$ cat config.mk
export PLATFORM = sky130hd
export DESIGN_NAME = scan_scheduler_flat
export DESIGN_NICKNAME = d
export VERILOG_FILES = /design/src/rtl/scan_scheduler_if.sv /design/src/rtl/scan_scheduler.sv /design/src/flat_wrapper.sv
export SDC_FILE = /design/constraint.sdc
export NUM_CORES = 1
export LEC_CHECK = 0
export CORE_MARGIN = 3
export CORE_UTILIZATION = 33
export DETAILED_ROUTE_END_ITERATION = 16
export REMOVE_ABC_BUFFERS = 1
export SKIP_CTS_REPAIR_TIMING = 1
export SLEW_MARGIN = 10
export SYNTH_ARGS = -nofsm -noshare
export SYNTH_HDL_FRONTEND = slang
export SYNTH_SLANG_ARGS = --single-unit
$ cat constraint.sdc
create_clock -name clk -period 4.2 [get_ports clk]
set_input_delay 0.42 -clock clk [delete_from_list [all_inputs] [get_ports clk]]
set_output_delay 0.42 -clock clk [all_outputs]
set_load 0.01 [all_outputs]
$ cat src/rtl/scan_scheduler_if.sv
// Control/status bundle for scan_scheduler: enable, period-load handshake and scan outputs.
interface scan_scheduler_if #(
    parameter int N_DIGITS = 4,
    parameter int DIV_W    = 20
);
    localparam int SEL_W = (N_DIGITS > 1) ? $clog2(N_DIGITS) : 1;

    logic                en;
    logic [DIV_W-1:0]    div_value;
    logic                div_load;
    logic                div_busy;
    logic                tick;
    logic [SEL_W-1:0]    digit_sel;
    logic [N_DIGITS-1:0] digit_en;
    logic                frame_done;

    modport master (
        output en, div_value, div_load,
        input  div_busy, tick, digit_sel, digit_en, frame_done
    );

    modport slave (
        input  en, div_value, div_load,
        output div_busy, tick, digit_sel, digit_en, frame_done
    );
endinterface

$ cat src/rtl/scan_scheduler.sv
// Synchronous prescaler and one-hot digit scan sequencer with run-time period reload.
// Define SCAN_BLANK_EN to blank the digits for BLANK_CYC cycles at the start of every period.
module scan_scheduler #(
    parameter int N_DIGITS    = 4,
    parameter int DIV_W       = 20,
    parameter int DIV_DEFAULT = 262144,
    parameter int BLANK_CYC   = 16
) (
    input  logic            clk,
    input  logic            rst_n,
    scan_scheduler_if.slave bus
);
    localparam int SEL_W = (N_DIGITS > 1) ? $clog2(N_DIGITS) : 1;

`ifdef SCAN_BLANK_EN
    localparam bit BLANK_EN = 1'b1;
    typedef enum logic [1:0] {IDLE, SHOW, BLANK} state_t;
`else
    localparam bit BLANK_EN = 1'b0;
    typedef enum logic {IDLE, SHOW} state_t;
`endif

    localparam int                BLANK_LEN = BLANK_EN ? BLANK_CYC : 0;
    localparam logic [DIV_W-1:0]  MIN_P     = DIV_W'(BLANK_LEN + 2);
    localparam logic [DIV_W-1:0]  DEF_P     = DIV_W'(DIV_DEFAULT);
    localparam logic [SEL_W-1:0]  LAST_SEL  = SEL_W'(N_DIGITS - 1);
    localparam logic [N_DIGITS-1:0] ONE_HOT0 = N_DIGITS'(1);
`ifdef SCAN_BLANK_EN
    localparam logic [DIV_W-1:0]  BLANK_LAST = DIV_W'(BLANK_LEN - 1);
`endif

    state_t           state_q, state_d;
    logic [DIV_W-1:0] cnt_q, cnt_d;
    logic [DIV_W-1:0] period_q, period_d;
    logic [DIV_W-1:0] pending_q, pending_d;
    logic             busy_q, busy_d;
    logic [SEL_W-1:0] sel_q, sel_d;
    logic             active;
    logic             tick;

    assign active = (state_q != IDLE);
    assign tick   = active && (cnt_q == period_q - DIV_W'(1));

    always_ff @(posedge clk or negedge rst_n) begin
        if (!rst_n) begin
            state_q <= IDLE;
        end else begin
            state_q <= state_d;
        end
    end

    always_comb begin
        state_d = state_q;
        case (state_q)
            IDLE: begin
                if (bus.en) begin
`ifdef SCAN_BLANK_EN
                    state_d = BLANK;
`else
                    state_d = SHOW;
`endif
                end
            end
            SHOW: begin
                if (!bus.en) begin
                    state_d = IDLE;
                end else if (tick) begin
`ifdef SCAN_BLANK_EN
                    state_d = BLANK;
`else
                    state_d = SHOW;
`endif
                end
            end
`ifdef SCAN_BLANK_EN
            BLANK: begin
                if (!bus.en) begin
                    state_d = IDLE;
                end else if (tick) begin
                    state_d = BLANK;
                end else if (cnt_q == BLANK_LAST) begin
                    state_d = SHOW;
                end
            end
`endif
            default: state_d = IDLE;
        endcase
    end

    // A pending period is applied on a tick or on leaving IDLE; a load in that same
    // cycle is captured afterwards, so it waits for the following boundary.
    always_comb begin
        cnt_d     = cnt_q;
        period_d  = period_q;
        pending_d = pending_q;
        busy_d    = busy_q;
        sel_d     = sel_q;
        if (!active) begin
            cnt_d = '0;
            sel_d = '0;
            if (bus.en && busy_q) begin
                period_d = pending_q;
                busy_d   = 1'b0;
            end
        end else if (!bus.en) begin
            cnt_d = '0;
            sel_d = '0;
        end else if (tick) begin
            cnt_d = '0;
            sel_d = (sel_q == LAST_SEL) ? '0 : sel_q + 1'b1;
            if (busy_q) begin
                period_d = pending_q;
                busy_d   = 1'b0;
            end
        end else begin
            cnt_d = cnt_q + 1'b1;
        end
        if (bus.div_load) begin
            pending_d = (bus.div_value < MIN_P) ? MIN_P : bus.div_value;
            busy_d    = 1'b1;
        end
    end

    always_ff @(posedge clk or negedge rst_n) begin
        if (!rst_n) begin
            cnt_q     <= '0;
            period_q  <= DEF_P;
            pending_q <= '0;
            busy_q    <= 1'b0;
            sel_q     <= '0;
        end else begin
            cnt_q     <= cnt_d;
            period_q  <= period_d;
            pending_q <= pending_d;
            busy_q    <= busy_d;
            sel_q     <= sel_d;
        end
    end

    always_comb begin
        bus.tick       = tick;
        bus.frame_done = tick && (sel_q == LAST_SEL);
        bus.digit_sel  = sel_q;
        bus.div_busy   = busy_q;
        bus.digit_en   = '0;
        if (state_q == SHOW) begin
            bus.digit_en = ONE_HOT0 << sel_q;
        end
    end
endmodule

$ cat src/flat_wrapper.sv
// flat-port wrapper written by rule: the top's interface ports become plain ports
module scan_scheduler_flat 
#(
    parameter int N_DIGITS    = 4,
    parameter int DIV_W       = 20,
    parameter int DIV_DEFAULT = 262144,
    parameter int BLANK_CYC   = 16
)
  (clk, rst_n, bus_en, bus_div_value, bus_div_load, bus_div_busy, bus_tick, bus_digit_sel, bus_digit_en, bus_frame_done);
  scan_scheduler_if #(.N_DIGITS(N_DIGITS), .DIV_W(DIV_W)) bus_i ();
  input  logic clk;
  input  logic rst_n;
  input wire logic [$bits(bus_i.en)-1:0] bus_en;
  input wire logic [$bits(bus_i.div_value)-1:0] bus_div_value;
  input wire logic [$bits(bus_i.div_load)-1:0] bus_div_load;
  output wire logic [$bits(bus_i.div_busy)-1:0] bus_div_busy;
  output wire logic [$bits(bus_i.tick)-1:0] bus_tick;
  output wire logic [$bits(bus_i.digit_sel)-1:0] bus_digit_sel;
  output wire logic [$bits(bus_i.digit_en)-1:0] bus_digit_en;
  output wire logic [$bits(bus_i.frame_done)-1:0] bus_frame_done;
  assign bus_i.en = bus_en;
  assign bus_i.div_value = bus_div_value;
  assign bus_i.div_load = bus_div_load;
  assign bus_div_busy = bus_i.div_busy;
  assign bus_tick = bus_i.tick;
  assign bus_digit_sel = bus_i.digit_sel;
  assign bus_digit_en = bus_i.digit_en;
  assign bus_frame_done = bus_i.frame_done;
  scan_scheduler #(.N_DIGITS(N_DIGITS), .DIV_W(DIV_W), .DIV_DEFAULT(DIV_DEFAULT), .BLANK_CYC(BLANK_CYC)) u_core (.clk(clk), .rst_n(rst_n), .bus(bus_i));
endmodule
### After elaboration in Yosys (flattened, before gate mapping)

Index checks and enable logic that the tools add are counted.
Widths: inputs -> output; s select.

* input bits: 24
* output and inout port bits: 9
* word-level logic and storage cells: 46
* bits in registers: 64

* add/subtract/negate cells: 3
* reductions and logical operators: 7
* equal/unequal tests: 8
* $lt $le $gt $ge: 1
* mux-type cells: 20
* shift operators: 1

Operator list (number)
* $mux 20: 9
* $add 20x1->20 const B: 1
* $eq 20x20->1: 1
* $lt 20x2->1 const B: 1
* $sub 20x1->20 const B: 1
* $ne 3x3->1 const B: 3
* $mux 2: 4
* $mux 1: 6
* $ne 2x2->1 const B: 3
* $mux 4: 1
* $reduce_and 4->1: 1
* $shl 1x2->4 const A: 1
* $logic_and 1x1->1: 3
* $reduce_and 3->1: 1
* $reduce_bool 3->1: 1
* $add 2x1->2 const B: 1
* $eq 2x2->1 const B: 1
* $reduce_bool 2->1: 1

### Longest topological paths before layout

* word-level depth: 7
* gate-level depth with buffers: 11
* mapped depth without buffers: 9

### Least setup slack after synthesis

No wires, ideal clock.

* kind: register -> register
* from: register u_core.period_q[0]
* to: register u_core.period_q[0]
* slack: 1140 ps
* stages on the path, launching flop included: 12
* arrival: 2940 ps
* buffers on the path: 2
* clock period less this slack: 3060 ps
* cell sequence: dfrtp_1 -> inv_1 -> ha_1 -> or3b_4 -> o31a_1 -> nor4_2 -> nand4_1 -> or4_1 -> clkbuf_1 -> or3b_4 -> buf_6 -> a31o_1

* longest elaborated chain between the ends: 5

Ends and longest elaborated chain
* start, declared: line scan_scheduler.sv:34 `logic [DIV_W-1:0] period_q, period_d;`
* start signal, assigned: line scan_scheduler.sv:133 `period_q <= period_d;`
* $sub 20x1->20: line scan_scheduler.sv:42 `assign tick = active && (cnt_q == period_q - DIV_W'(1));`
* $eq 20x20->1: line scan_scheduler.sv:42
* $logic_and 1x1->1: line scan_scheduler.sv:42
* $ne 2x2->1 (no line)
* $reduce_and 4->1 (no line)

No other way between the ends.
A chain may end at the register's enable or synchronous reset.

### Final worst setup path

* from: register u_core.period_q[0]
* to: output bus_frame_done

* longest elaborated chain between the ends: 4

Ends and longest elaborated chain
* $sub 20x1->20: line scan_scheduler.sv:42
* $eq 20x20->1: line scan_scheduler.sv:42
* $logic_and 1x1->1: line scan_scheduler.sv:42
* $logic_and 1x1->1: line scan_scheduler.sv:142 `bus.frame_done = tick && (sel_q == LAST_SEL);`
* end, declared: line flat_wrapper.sv:20 `output wire logic [$bits(bus_i.frame_done)-1:0] bus_frame_done;`

No other way between the ends.

==> impl_metrics.prom <==
# TYPE chip_impl_metric gauge
chip_impl_info{name="run_status",value="completed"} 1
chip_impl_metric{name="postSynthAreaPerCell",unit="µm²"} 9.55
chip_impl_metric{name="synthToLayoutAreaGrowth",unit="%"} 19.0
chip_impl_metric{name="worstPathBufferInverterCount",unit=""} 2
chip_impl_metric{name="cts.sink_count",unit=""} 64
chip_impl_metric{name="number_of_antenna_violations_at_the_first_check_in_global_routing",unit=""} 0
chip_impl_metric{name="routed_via_density",unit=""} 5.30
chip_impl_metric{name="routedWlPerCell",unit="µm"} 15.2
chip_impl_metric{name="footprint_of_the_multi_input_gates",unit="µm²"} 2140
chip_impl_metric{name="num-fill-cells",unit=""} 1126
chip_impl_metric{name="initial_utilization",unit="%"} 34.0
chip_impl_metric{name="drt_wl_total",unit="µm"} 8800
chip_impl_info{name="end_kind",value="output port"} 1
chip_impl_metric{name="critical_path_peak_fanout",unit=""} 6
chip_impl_metric{name="drt-initial-drc-count",unit=""} 115
chip_impl_metric{name="xor_and_xnor_area_share_after_synthesis",unit="%"} 10.6
chip_impl_metric{name="max_freq",unit="MHz"} 253
chip_impl_metric{name="aggregate_global_routing_overflow",unit=""} 0
chip_impl_metric{name="worstPathArrival",unit="ns"} 3.54
chip_impl_metric{name="floorplan.rows",unit=""} 39
chip_impl_metric{name="worst_slew_margin_rel",unit="%"} 40.3
chip_impl_metric{name="estimated_wirelength_of_the_detail_placed_design",unit="µm"} 6630
chip_impl_metric{name="seq_area_frac_synth",unit="%"} 41.2
chip_impl_info{name="critical_path_class",value="flip-flop to output port"} 1
chip_impl_metric{name="grt_pass1_wl",unit="µm"} 14900
chip_impl_metric{name="netlist_instances",unit=""} 408
chip_impl_metric{name="largest_net_degree_at_the_start_of_global_routing",unit=""} 41
chip_impl_metric{name="report.final.hold_viol_count",unit=""} 0
chip_impl_metric{name="power.ir.vdd_worst",unit="mV"} 0.186
chip_impl_info{name="crit_path_top_delay_cell",value="clkdlybuf4s50_1"} 1
chip_impl_metric{name="gp_congestion",unit=""} 0.913
chip_impl_metric{name="cts_made_buffers",unit=""} 9
chip_impl_metric{name="largest_stage_delay_on_the_critical_path",unit="ns"} 0.53
chip_impl_metric{name="layout-drive-gt1-share",unit="%"} 12.4
chip_impl_metric{name="max_cap_violations",unit=""} 0
chip_impl_metric{name="die_area",unit="µm²"} 13100
chip_impl_metric{name="timing.critical_path.required",unit="ns"} 3.78
chip_impl_metric{name="place.detailed.instances",unit=""} 563
chip_impl_metric{name="synth-edff-count",unit=""} 0
chip_impl_metric{name="final_nets",unit=""} 461
chip_impl_metric{name="floorplan.die.width",unit="µm"} 115
chip_impl_info{name="setup.worst_path.start_class",value="flip-flop"} 1
chip_impl_metric{name="antenna_cells",unit=""} 0
chip_impl_metric{name="period_share",unit="%"} 94.2
chip_impl_metric{name="p_leak",unit="µW"} 0.00179
chip_impl_metric{name="first_global_vias",unit=""} 3042
chip_impl_info{name="synth_top_cells_by_area",value="dfrtp_1, xor2_1, mux2_2"} 1
chip_impl_metric{name="clk_pin_slew",unit="ns"} 0.06
chip_impl_info{name="rsz0062_at_grt",value="no"} 1
chip_impl_metric{name="die-height",unit="µm"} 115
chip_impl_metric{name="yosys-mux-area-fraction",unit="%"} 5.97
chip_impl_metric{name="synth-async-reset-ratio",unit="%"} 100
chip_impl_info{name="post-synth-top-area-cell",value="dfrtp_1"} 1
chip_impl_metric{name="clk-insertion-delay-late",unit="ns"} 0.33
chip_impl_metric{name="sequential_cell_area",unit="µm²"} 1600
chip_impl_metric{name="final.setup.tns",unit="ns"} 0
chip_impl_info{name="postSynth.topFlopCell",value="dfrtp_1"} 1
chip_impl_info{name="largest_family_of_logic_cells_by_synthesized_area",value="simple AND/OR/NAND/NOR gates"} 1
chip_impl_metric{name="design.core.area",unit="µm²"} 11500
chip_impl_metric{name="synth.yosys.warnings",unit=""} 0
chip_impl_metric{name="final_cell_count_no_fill",unit=""} 579
chip_impl_info{name="timing.hold.worst.class",value="input port to asynchronous set/reset pin"} 1
chip_impl_metric{name="post_synth_num_cell_types",unit=""} 57
chip_impl_metric{name="synth_top_cell_area_share",unit="%"} 40.5
chip_impl_metric{name="drc_errors",unit=""} 0
chip_impl_info{name="clk_root_buffer_cell",value="clkbuf_16"} 1
chip_impl_metric{name="timing.clock.skew",unit="ns"} 0.00676
chip_impl_metric{name="ioPinCount",unit=""} 33
chip_impl_metric{name="synth_simple_gate_area_share",unit="%"} 23.0
chip_impl_metric{name="via_count_of_the_routed_design",unit=""} 3070
chip_impl_metric{name="track_usage",unit="%"} 14.1
chip_impl_metric{name="period_minus_ws_final",unit="ns"} 3.96
chip_impl_info{name="crit_chain",value="inv_1 > ha_1 > or3b_4 > nor4b_1 > a31oi_1 > or3_1 > a2111oi_1 > and2_1 > clkdlybuf4s50_1"} 1
chip_impl_metric{name="post_synth_fa_ha_maj_area_fraction",unit="%"} 1.93
chip_impl_metric{name="antenna_violating_nets_post_route",unit=""} 0
chip_impl_metric{name="port_buffers",unit=""} 32
chip_impl_metric{name="drt_first_pass_iters",unit=""} 4
chip_impl_metric{name="slew_viol_final",unit=""} 0
chip_impl_info{name="cts_tree",value="built"} 1
chip_impl_info{name="largest_delay_contributor_family_on_the_critical_path",value="simple AND/OR/NAND/NOR gates"} 1
chip_impl_metric{name="cts_max_level",unit=""} 3
chip_impl_metric{name="power_density_over_cell_area",unit="nW/µm²"} 408
chip_impl_metric{name="synth.ff_latch_count",unit=""} 64
chip_impl_metric{name="ctsLongestPathBuffers",unit=""} 2
chip_impl_metric{name="worst-slew-pin-transition",unit="ns"} 0.893
chip_impl_metric{name="setup-violations-final",unit=""} 0
chip_impl_metric{name="synth-compound-area-share",unit="%"} 13.4
chip_impl_metric{name="synth.cell_area",unit="µm²"} 3890
[registers in the layout, summed over array words and instances (netlist names)]
register              count
u_core.bus.div_busy       1
u_core.pending_q         20
u_core.bus.digit_sel      2
u_core.active             1
u_core.period_q          20
u_core.cnt_q             20
[layout by cell type, fill, tap and decap left out, types with 9 or more instances in the layout]
| cell | count |
|---|---|
| a31o_1 | 20 |
| nand2_1 | 38 |
| nor2_1 | 29 |
| inv_1 | 9 |
| dfrtp_1 | 63 |
| xnor2_1 | 23 |
| nand3_1 | 33 |
| clkdlybuf4s50_1 | 31 |
| xor2_1 | 24 |
| mux2_2 | 18 |
| o31ai_1 | 20 |
| clkbuf_16 | 9 |
[cell usage after synthesis (4+ instances only)]
cell      instances
dfrtp_1          63
nand2_1          38
nand3_1          33
nor2_1           29
xor2_1           24
xnor2_1          23
a31o_1           20
o31ai_1          20
clkbuf_1         18
mux2_2           18
inv_1             9
and2_1            8
nor3_1            8
nand4_1           7
nor4_1            7
ha_1              6
o21ai_0           5
and3_1            4
nor4_2            4
or3_1             4
[power by group]
group | switching [µW] | leakage [µW] | internal (µW)
logic | 166 | 0.000834 | 161
registers | 84.5 | 0.000808 | 674
clock network | 282 | 0.000149 | 522
total | 533 | 0.00179 | 1360
[layer usage]
layer  GRT usage, %  wire (µm)
met1           19.0       4180
met2           22.6       4110
met5              0          0
met3           2.06        336
met4           5.62        174
[final cells by class]
class                      count  area share (%)
clock buffer                  10            4.94
timing repair buffer          38            7.78
clock inverter                 6            2.00
tap                          143            3.86
multi-input combinational    309            46.1
inverter                       9           0.729
sequential                    64            34.6
[cell families (layout without fill, tap and decap cells)]
kind of cell,after synthesis,count (layout)
mux,21,21
fa+ha+maj,6,6
xor+xnor,47,47
simple gates,166,166
flops,64,64
compound gates,69,69
buf+inv,35,63
[stage by stage]
| step | instance area [µm²] | utilization (%) | hold slack, ns | power, µW | setup WS [ns] |
|---|---|---|---|---|---|
| detailed placement | 4310 | 37.6 | 0.445 | 1100 | 0.476 |
| global placement | 4310 | 37.6 | 0.433 | 1090 | 0.523 |
| finish | 4630 | 40.4 | 0.0781 | 1890 | 0.245 |
| CTS | 4630 | 40.4 | 0.0954 | 1910 | 0.117 |
| global route | 4630 | 40.4 | 0.112 | 1980 | 0.0321 |
| floorplan | 3770 | - | 0.124 | 975 | 0.784 |
[worst paths after layout]
kind	startpoint	end	slack [ns]	depth (start not counted)
setup / recovery	u_core.period_q[0]	bus_frame_done	0.24	9
hold reg to reg	u_core.pending_q[1]	u_core.pending_q[1]	0.53	1
hold / removal	rst_n	u_core.pending_q[16]	0.08	1
setup reg to reg	u_core.period_q[0]	u_core.period_q[8]	0.70	10
max in group asynchronous	rst_n	u_core.cnt_q[17]	3.20	2
min in group clk	u_core.pending_q[1]	u_core.pending_q[1]	0.53	1
(Power assumes the default switching activity.)
